### src/rtl/mapper_konami_multi_pkg.sv
// Shared mapper definitions: mapper type encoding, Konami bank reset image
// and the SCC register window constants.
package mapper_pkg;

    typedef enum logic [2:0] {
        MAPPER_NONE       = 3'd0,
        MAPPER_ASCII8     = 3'd1,
        MAPPER_ASCII16    = 3'd2,
        MAPPER_KONAMI     = 3'd3,
        MAPPER_KONAMI_SCC = 3'd4
    } mapper_typ_t;

    // Element [p] is the power-up bank of page p (4000h, 6000h, 8000h, A000h).
    localparam logic [3:0][7:0] KONAMI_BANK_RESET = {8'd3, 8'd2, 8'd1, 8'd0};

    localparam logic [5:0]  SCC_ENABLE_VAL = 6'h3F;
    localparam logic [15:0] SCC_WIN_BASE   = 16'h9800;
    localparam logic [15:0] SCC_WIN_END    = 16'h9FFF;

endpackage

### src/rtl/mapper_konami_multi_if.sv
// CPU-side request and ROM/SCC select bundle between bus decode and the mapper.
interface mapper_konami_multi_if
    import mapper_pkg::*;
#(
    parameter int ID_W = 1
) ();

    mapper_typ_t      typ;
    logic [ID_W-1:0]  id;
    logic             mreq;
    logic             wr;
    logic             rd;
    logic [15:0]      addr;
    logic [7:0]       data;
    logic [26:0]      rom_size;
    logic [26:0]      out_addr;
    logic             ram_cs;
    logic             scc_cs;

    modport master (
        output typ, id, mreq, wr, rd, addr, data, rom_size,
        input  out_addr, ram_cs, scc_cs
    );

    modport slave (
        input  typ, id, mreq, wr, rd, addr, data, rom_size,
        output out_addr, ram_cs, scc_cs
    );

endinterface

### src/rtl/mapper_konami_multi_bank_file.sv
// Per-slot bank registers: one write port, a selectable read port and a fixed
// read of page 2, which also carries the SCC enable pattern.
module konami_bank_file
    import mapper_pkg::*;
#(
    parameter int SLOTS  = 2,
    parameter int BANK_W = 8,
    parameter int ID_W   = 1
) (
    input  logic              clk,
    input  logic              reset_n,
    input  logic [ID_W-1:0]   wr_slot_i,
    input  logic [1:0]        wr_page_i,
    input  logic [BANK_W-1:0] wr_val_i,
    input  logic              we_i,
    input  logic [ID_W-1:0]   rd_slot_i,
    input  logic [1:0]        rd_page_i,
    output logic [BANK_W-1:0] rd_val_o,
    output logic [BANK_W-1:0] rd_p2_o
);

    logic [BANK_W-1:0] bank_q [SLOTS][4];

    always_ff @(posedge clk or negedge reset_n) begin
        if (!reset_n) begin
            for (int s = 0; s < SLOTS; s++) begin
                for (int p = 0; p < 4; p++) begin
                    bank_q[s][p] <= BANK_W'(KONAMI_BANK_RESET[p]);
                end
            end
        end else if (we_i) begin
            bank_q[wr_slot_i][wr_page_i] <= wr_val_i;
        end
    end

    assign rd_val_o = bank_q[rd_slot_i][rd_page_i];
    assign rd_p2_o  = bank_q[rd_slot_i][2];

endmodule

### src/rtl/mapper_konami_multi.sv
// Konami / Konami-SCC ROM mapper for SLOTS cartridge instances: bank-register
// commit on the rising edge of wr, page translation and registered selects.
module mapper_konami_multi
    import mapper_pkg::*;
#(
    parameter int SLOTS  = 2,
    parameter int BANK_W = 8,
    parameter int ID_W   = (SLOTS > 1) ? $clog2(SLOTS) : 1
) (
    input  logic clk,
    input  logic reset_n,
    mapper_konami_multi_if.slave bus
);

    function automatic logic scc_enabled(input logic [BANK_W-1:0] b);
        return (14'(b) & 14'h003F) == 14'(SCC_ENABLE_VAL);
    endfunction

    logic              wr_q;
    logic [26:0]       out_addr_q, out_addr_d;
    logic              ram_cs_q, ram_cs_d;
    logic              scc_cs_q, scc_cs_d;

    logic              is_konami, is_scc, id_ok, cs, commit;
    logic [ID_W-1:0]   slot;
    logic [2:0]        seg;
    logic [1:0]        page;
    logic              in_rng, kon_wsel, scc_wsel, we;
    logic [BANK_W-1:0] rd_val, rd_p2, bank_sel;
    logic [26:0]       ram_addr;
    logic              scc_en, win, mapped;

    assign is_konami = (bus.typ == MAPPER_KONAMI);
    assign is_scc    = (bus.typ == MAPPER_KONAMI_SCC);
    assign id_ok     = 32'(bus.id) < 32'(SLOTS);
    assign cs        = bus.mreq & (is_konami | is_scc) & id_ok;
    // wr_q follows raw wr regardless of slot, so switching id mid-strobe never re-arms.
    assign commit    = cs & bus.wr & ~wr_q;
    assign slot      = id_ok ? bus.id : '0;

    assign seg    = bus.addr[15:13];
    assign in_rng = seg inside {3'b010, 3'b011, 3'b100, 3'b101};
    assign page   = 2'(seg - 3'd2);

    assign kon_wsel = is_konami & (seg inside {3'b011, 3'b100, 3'b101});
    assign scc_wsel = is_scc & in_rng & (bus.addr[12:11] == 2'b10);
    assign we       = commit & (kon_wsel | scc_wsel);

    konami_bank_file #(
        .SLOTS  (SLOTS),
        .BANK_W (BANK_W),
        .ID_W   (ID_W)
    ) u_bank_file (
        .clk       (clk),
        .reset_n   (reset_n),
        .wr_slot_i (slot),
        .wr_page_i (page),
        .wr_val_i  (BANK_W'(bus.data)),
        .we_i      (we),
        .rd_slot_i (slot),
        .rd_page_i (page),
        .rd_val_o  (rd_val),
        .rd_p2_o   (rd_p2)
    );

    // Plain Konami hardwires page 4000h to bank 0; its register is never used.
    assign bank_sel = (is_konami && page == 2'd0) ? '0 : rd_val;
    assign ram_addr = 27'({bank_sel, bus.addr[12:0]});

    assign scc_en = is_scc & scc_enabled(rd_p2);
    assign win    = scc_en & (bus.addr >= SCC_WIN_BASE) & (bus.addr <= SCC_WIN_END);
    assign mapped = in_rng & (ram_addr < bus.rom_size);

    assign scc_cs_d   = cs & (bus.rd | bus.wr) & win;
    assign ram_cs_d   = cs & bus.rd & mapped & ~win;
    assign out_addr_d = ram_cs_d ? ram_addr : '1;

    always_ff @(posedge clk or negedge reset_n) begin
        if (!reset_n) begin
            wr_q       <= 1'b0;
            out_addr_q <= '1;
            ram_cs_q   <= 1'b0;
            scc_cs_q   <= 1'b0;
        end else begin
            wr_q       <= bus.wr;
            out_addr_q <= out_addr_d;
            ram_cs_q   <= ram_cs_d;
            scc_cs_q   <= scc_cs_d;
        end
    end

    assign bus.out_addr = out_addr_q;
    assign bus.ram_cs   = ram_cs_q;
    assign bus.scc_cs   = scc_cs_q;

endmodule

### src/flat_wrapper.sv
// flat-port wrapper written by rule: the top's interface ports become plain ports
module mapper_konami_multi_flat import mapper_pkg::*;
#(
    parameter int SLOTS  = 2,
    parameter int BANK_W = 8,
    parameter int ID_W   = (SLOTS > 1) ? $clog2(SLOTS) : 1
)
  (clk, reset_n, bus_typ, bus_id, bus_mreq, bus_wr, bus_rd, bus_addr, bus_data, bus_rom_size, bus_out_addr, bus_ram_cs, bus_scc_cs);
  mapper_konami_multi_if #(.ID_W(ID_W)) bus_i ();
  input  logic clk;
  input  logic reset_n;
  input wire logic [$bits(bus_i.typ)-1:0] bus_typ;
  input wire logic [$bits(bus_i.id)-1:0] bus_id;
  input wire logic [$bits(bus_i.mreq)-1:0] bus_mreq;
  input wire logic [$bits(bus_i.wr)-1:0] bus_wr;
  input wire logic [$bits(bus_i.rd)-1:0] bus_rd;
  input wire logic [$bits(bus_i.addr)-1:0] bus_addr;
  input wire logic [$bits(bus_i.data)-1:0] bus_data;
  input wire logic [$bits(bus_i.rom_size)-1:0] bus_rom_size;
  output wire logic [$bits(bus_i.out_addr)-1:0] bus_out_addr;
  output wire logic [$bits(bus_i.ram_cs)-1:0] bus_ram_cs;
  output wire logic [$bits(bus_i.scc_cs)-1:0] bus_scc_cs;
  assign bus_i.typ = bus_typ;
  assign bus_i.id = bus_id;
  assign bus_i.mreq = bus_mreq;
  assign bus_i.wr = bus_wr;
  assign bus_i.rd = bus_rd;
  assign bus_i.addr = bus_addr;
  assign bus_i.data = bus_data;
  assign bus_i.rom_size = bus_rom_size;
  assign bus_out_addr = bus_i.out_addr;
  assign bus_ram_cs = bus_i.ram_cs;
  assign bus_scc_cs = bus_i.scc_cs;
  mapper_konami_multi #(.SLOTS(SLOTS), .BANK_W(BANK_W), .ID_W(ID_W)) u_core (.clk(clk), .reset_n(reset_n), .bus(bus_i));
endmodule
### config.mk
export PLATFORM = sky130hd
export DESIGN_NAME = mapper_konami_multi_flat
export DESIGN_NICKNAME = d
export VERILOG_FILES = /design/src/rtl/mapper_konami_multi_pkg.sv /design/src/rtl/mapper_konami_multi_if.sv /design/src/rtl/mapper_konami_multi_bank_file.sv /design/src/rtl/mapper_konami_multi.sv /design/src/flat_wrapper.sv
export SDC_FILE = /design/constraint.sdc
export NUM_CORES = 1
export LEC_CHECK = 0
export BUFFER_PORTS_ARGS = -buffer_cell sky130_fd_sc_hd__buf_2
export CORE_MARGIN = 3
export CORE_UTILIZATION = 32
export CTS_CLUSTER_SIZE = 10
export DETAILED_ROUTE_END_ITERATION = 6
export PLACE_DENSITY_LB_ADDON = 0.1
export SKIP_CTS_REPAIR_TIMING = 1
export SLEW_MARGIN = 20
export SYNTH_ARGS = -nofsm -noshare
export SYNTH_HDL_FRONTEND = slang
export SYNTH_SLANG_ARGS = --single-unit
### constraint.sdc
create_clock -name clk -period 3.55 [get_ports clk]
set_clock_uncertainty 0.1 [all_clocks]
set_input_delay 0.5325 -clock clk [delete_from_list [all_inputs] [get_ports clk]]
set_output_delay 0.5325 -clock clk [all_outputs]
set_load 0.005 [all_outputs]
==> implementation parameters <==
Parameter                              Value

STA
  Relative max-transition margin    around half
  Transition time at the pin with the least slew margin    0.747 ns
  Maximum clock rate    approximately 320 MHz
  Setup repair after global routing missed its margin    false
  Total Neg Setup Slack    0 ns
  Final period util    88.3%
  Final worst path period need    3.14 ns
  Setup-failing EPs final    0
  Final count of pins violating max slew    0
  Final Hold Violating Endpoints    0

Place
  Placer congestion estimate    between 0.7 and 0.8
  Port Buf Inserts    88
  Post-placement cell count    633
  HPWL after detailed placement    a little under 9000 microns

Global routing
  Largest net degree at the start of global routing    56
  Met2 layer usage reported by global route    between 20% and 30%
  Overall global routing resource usage    around 16%
  Busiest grt layer    met2
  Number of global-route vias before repair    3514
  M3 GR Usage    ~4.7%
  Aggregate global routing overflow    0
  First-pass GRT wire length    approximately 19000 microns
  Number of antenna violations at the first check in global routing    0
  Met1 usage in global routing    20.7%

Synthesis
  Syn nets    444
  Number of enable flip-flop cells after synthesis    0
  Share of cell area taken by muxes after synthesis    between 20% and 30%
  Main combinational cell family by area after synthesis    multiplexers
  Share of the synthesized area in compound gates (AO/OA/AOI/OAI)    5.88%
  Dominant synthesized flop cell    sky130_fd_sc_hd__dfrtp_1
  Sequential element share of the synthesized area    between 40% and 50%
  Post-synthesis cell type count    47
  Mapped Area    4620 sq um
  Warning count from the yosys run    0
  Number of synthesized register bits    89
  Simple-gate share of the synthesized area    12.8%
  Average footprint of a synthesized cell    12.7 sq um
  Adder-cell share of the synthesized area    5.42%
  Gate count after technology mapping    364
  Share of synthesized registers carrying an async set or reset    100%
  XOR/XNOR Fraction of Synth Area    0.190%

Clocking
  Clock buffer count from CTS    9
  CTS max path bufs    2
  Count of H-tree levels built during CTS    3
  Root buf cell    sky130_fd_sc_hd__clkbuf_16
  Clock insertion delay at the later pin of the skew report    0.34 ns
  CTS tree    built
  Number of sinks handled by clock tree synthesis    89
  Clock input transition at the sequential cells of the worst setup and hold paths    0.06 ns

Route
  Final antenna-violating net count    0
  Initial DRC count    105
  Routed wire length    11800 microns
  Mean routed wirelength per cell    18.1 microns
  Post-detailed-route via-to-cell ratio    between 4 and 5
  Number of search-and-repair iterations in the first detailed-routing pass    4
  Via count    ~3200
  Count of unresolved DRC violations after routing    0

Power and ir drop
  Worst VDD drop    0.219 mV
  Leakage power of the design    0.00284 uW
  Power density of the placed cells    ~400 nW/um^2

Run status
  Result of the run    finished clean

Layout
  Post-Layout Cell Count    649
  Diode insertion count for antenna repair    0
  Most common cell after layout, fill and taps aside    sky130_fd_sc_hd__buf_2
  Number of nets in the layout    ~540
  Top library cells by usage in the layout, fill and taps aside    87 x sky130_fd_sc_hd__buf_2, 66 x sky130_fd_sc_hd__mux2_2, 59 x sky130_fd_sc_hd__dfrtp_1
  Fraction of final layout cells sized beyond drive strength 1    51.6%
  Layout Area Growth over Synthesis    23.2%
  Fill cell instance count of the final layout    ~1400

Critical path
  Classification of the worst setup path    in2reg
  Startpoint class of the critical path    primary input
  R2r worst-path depth    8
  Reg-to-reg critical path startpoint    u_core.u_bank_file.bank_q[7]
  Required time of the worst setup path    3.73 ns
  Crit Path Max Fanout    32
  Type of destination of the critical path    register
  Worst path arrival time    3.31 ns
  Start point of the critical path    bus_id

Floorplanning
  Number of rows in the core area    43
  Horizontal extent of the die    126 microns
  DIE HEIGHT    126 microns
  Initial cell density of the core    between 30% and 40%
  Total Die Area    approximately 16000 sq um
  Top-Level Pins    89
  Placeable Area    14000 sq um

Hold path
  Worst min-delay path class    in2async

Job
  Max capacitance violation total    0
## through the flow
step / instance area [sq um] / hold slack [ns] / setup WS [ns] / power, uW / util [%]
global route: 5690 / 0.210 / 0.0959 / 2400 / 40.7
global placement: 5350 / 0.383 / 0.0390 / 1240 / 38.3
finish: 5690 / 0.155 / 0.414 / 2280 / 40.7
detailed placement: 5350 / 0.388 / 0.0257 / 1250 / 38.3
CTS: 5690 / 0.174 / 0.391 / 2320 / 40.7
floorplan: 4620 / 0.137 / 0.0287 / 1140 / -
## registers in the layout, indices dropped and copies added, names as in the netlist
| register | flops |
|---|---|
| u_core.bus.ram_cs | 1 |
| u_core.bus.out_addr | 22 |
| u_core.u_bank_file.bank_q | 64 |
| u_core.bus.scc_cs | 1 |
| u_core.wr_q | 1 |
## metal layers
layer	share of wire, %	vias to the layer above
met5	0	-
met4	1.2	0
li1	-	1528
met2	47	84
met3	5.4	11
met1	47	1573
## worst paths after layout
path | endpoint | slack (ns)
max in group asynchronous | u_core.u_bank_file.bank_q[33] | 2.49
worst min register to register | u_core.u_bank_file.bank_q[56] | 0.40
worst min-delay path | u_core.bus.ram_cs | 0.16
worst max register to register | u_core.bus.out_addr[0] | 0.49
worst max-delay path | u_core.bus.out_addr[0] | 0.41
min in group clk | u_core.wr_q | 0.22
## critical path, cell delays in order
cell,delay (ns)
sky130_fd_sc_hd__buf_2,0.19
sky130_fd_sc_hd__buf_12,0.23
sky130_fd_sc_hd__mux4_2,0.52
sky130_fd_sc_hd__nand2b_1,0.09
sky130_fd_sc_hd__a21oi_1,0.09
sky130_fd_sc_hd__ha_1,0.30
sky130_fd_sc_hd__nand4_1,0.14
sky130_fd_sc_hd__or4_1,0.54
sky130_fd_sc_hd__o31a_2,0.49
sky130_fd_sc_hd__nand3b_1,0.17
## cell families after synthesis
group           count (synthesis)
fa+ha+maj                      20
buf+inv                        41
simple gates                   86
xor+xnor                        1
flops                          89
compound gates                 43
mux                            84
## synth_stat cells (2+ instances only)
cell | n | area share (%)
sky130_fd_sc_hd__nand4_1 | 4 | 0.54
sky130_fd_sc_hd__nor2_1 | 6 | 0.49
sky130_fd_sc_hd__nor3_1 | 2 | 0.22
sky130_fd_sc_hd__buf_4 | 5 | 0.81
sky130_fd_sc_hd__nand4_2 | 4 | 1.1
sky130_fd_sc_hd__nand3b_2 | 3 | 0.73
sky130_fd_sc_hd__a21oi_1 | 17 | 1.8
sky130_fd_sc_hd__mux2i_1 | 9 | 2.0
sky130_fd_sc_hd__mux2_2 | 66 | 16
sky130_fd_sc_hd__o21ai_0 | 8 | 0.87
sky130_fd_sc_hd__and2_1 | 2 | 0.27
sky130_fd_sc_hd__a22o_1 | 2 | 0.38
sky130_fd_sc_hd__ha_1 | 20 | 5.4
sky130_fd_sc_hd__buf_6 | 2 | 0.49
sky130_fd_sc_hd__nor2b_1 | 5 | 0.68
sky130_fd_sc_hd__clkbuf_1 | 8 | 0.65
sky130_fd_sc_hd__nor4_1 | 3 | 0.41
sky130_fd_sc_hd__nand3_1 | 6 | 0.65
sky130_fd_sc_hd__nand4b_2 | 3 | 0.98
sky130_fd_sc_hd__a21o_1 | 4 | 0.65
sky130_fd_sc_hd__dfrtp_1 | 59 | 32
sky130_fd_sc_hd__and3_1 | 4 | 0.54
sky130_fd_sc_hd__nand3b_1 | 19 | 3.1
sky130_fd_sc_hd__buf_2 | 4 | 0.43
sky130_fd_sc_hd__nand2_1 | 13 | 1.1
sky130_fd_sc_hd__a22oi_1 | 3 | 0.49
sky130_fd_sc_hd__mux4_2 | 9 | 4.4
sky130_fd_sc_hd__inv_1 | 21 | 1.7
sky130_fd_sc_hd__o2bb2ai_1 | 2 | 0.38
sky130_fd_sc_hd__dfstp_2 | 30 | 17
sky130_fd_sc_hd__nand2b_1 | 5 | 0.68
## power breakdown
group	internal, uW	total [uW]	switching [uW]
combinational	84.4	190	106
sequential	1030	1040	5.17
clock	675	1050	379
total	1790	2280	490
## layout make-up
class | instances | area [sq um] | share of cell area (%)
sequential | 89 | 2260 | 39.8
multi-input combinational | 234 | 2160 | 38.0
timing repair buffer | 109 | 626 | 11.0
clock buffer | 14 | 274 | 4.82
tap | 180 | 225 | 3.96
inverter | 21 | 78.8 | 1.39
clock inverter | 2 | 60.1 | 1.06
No activity file was read; power rests on OpenSTA's default activity.
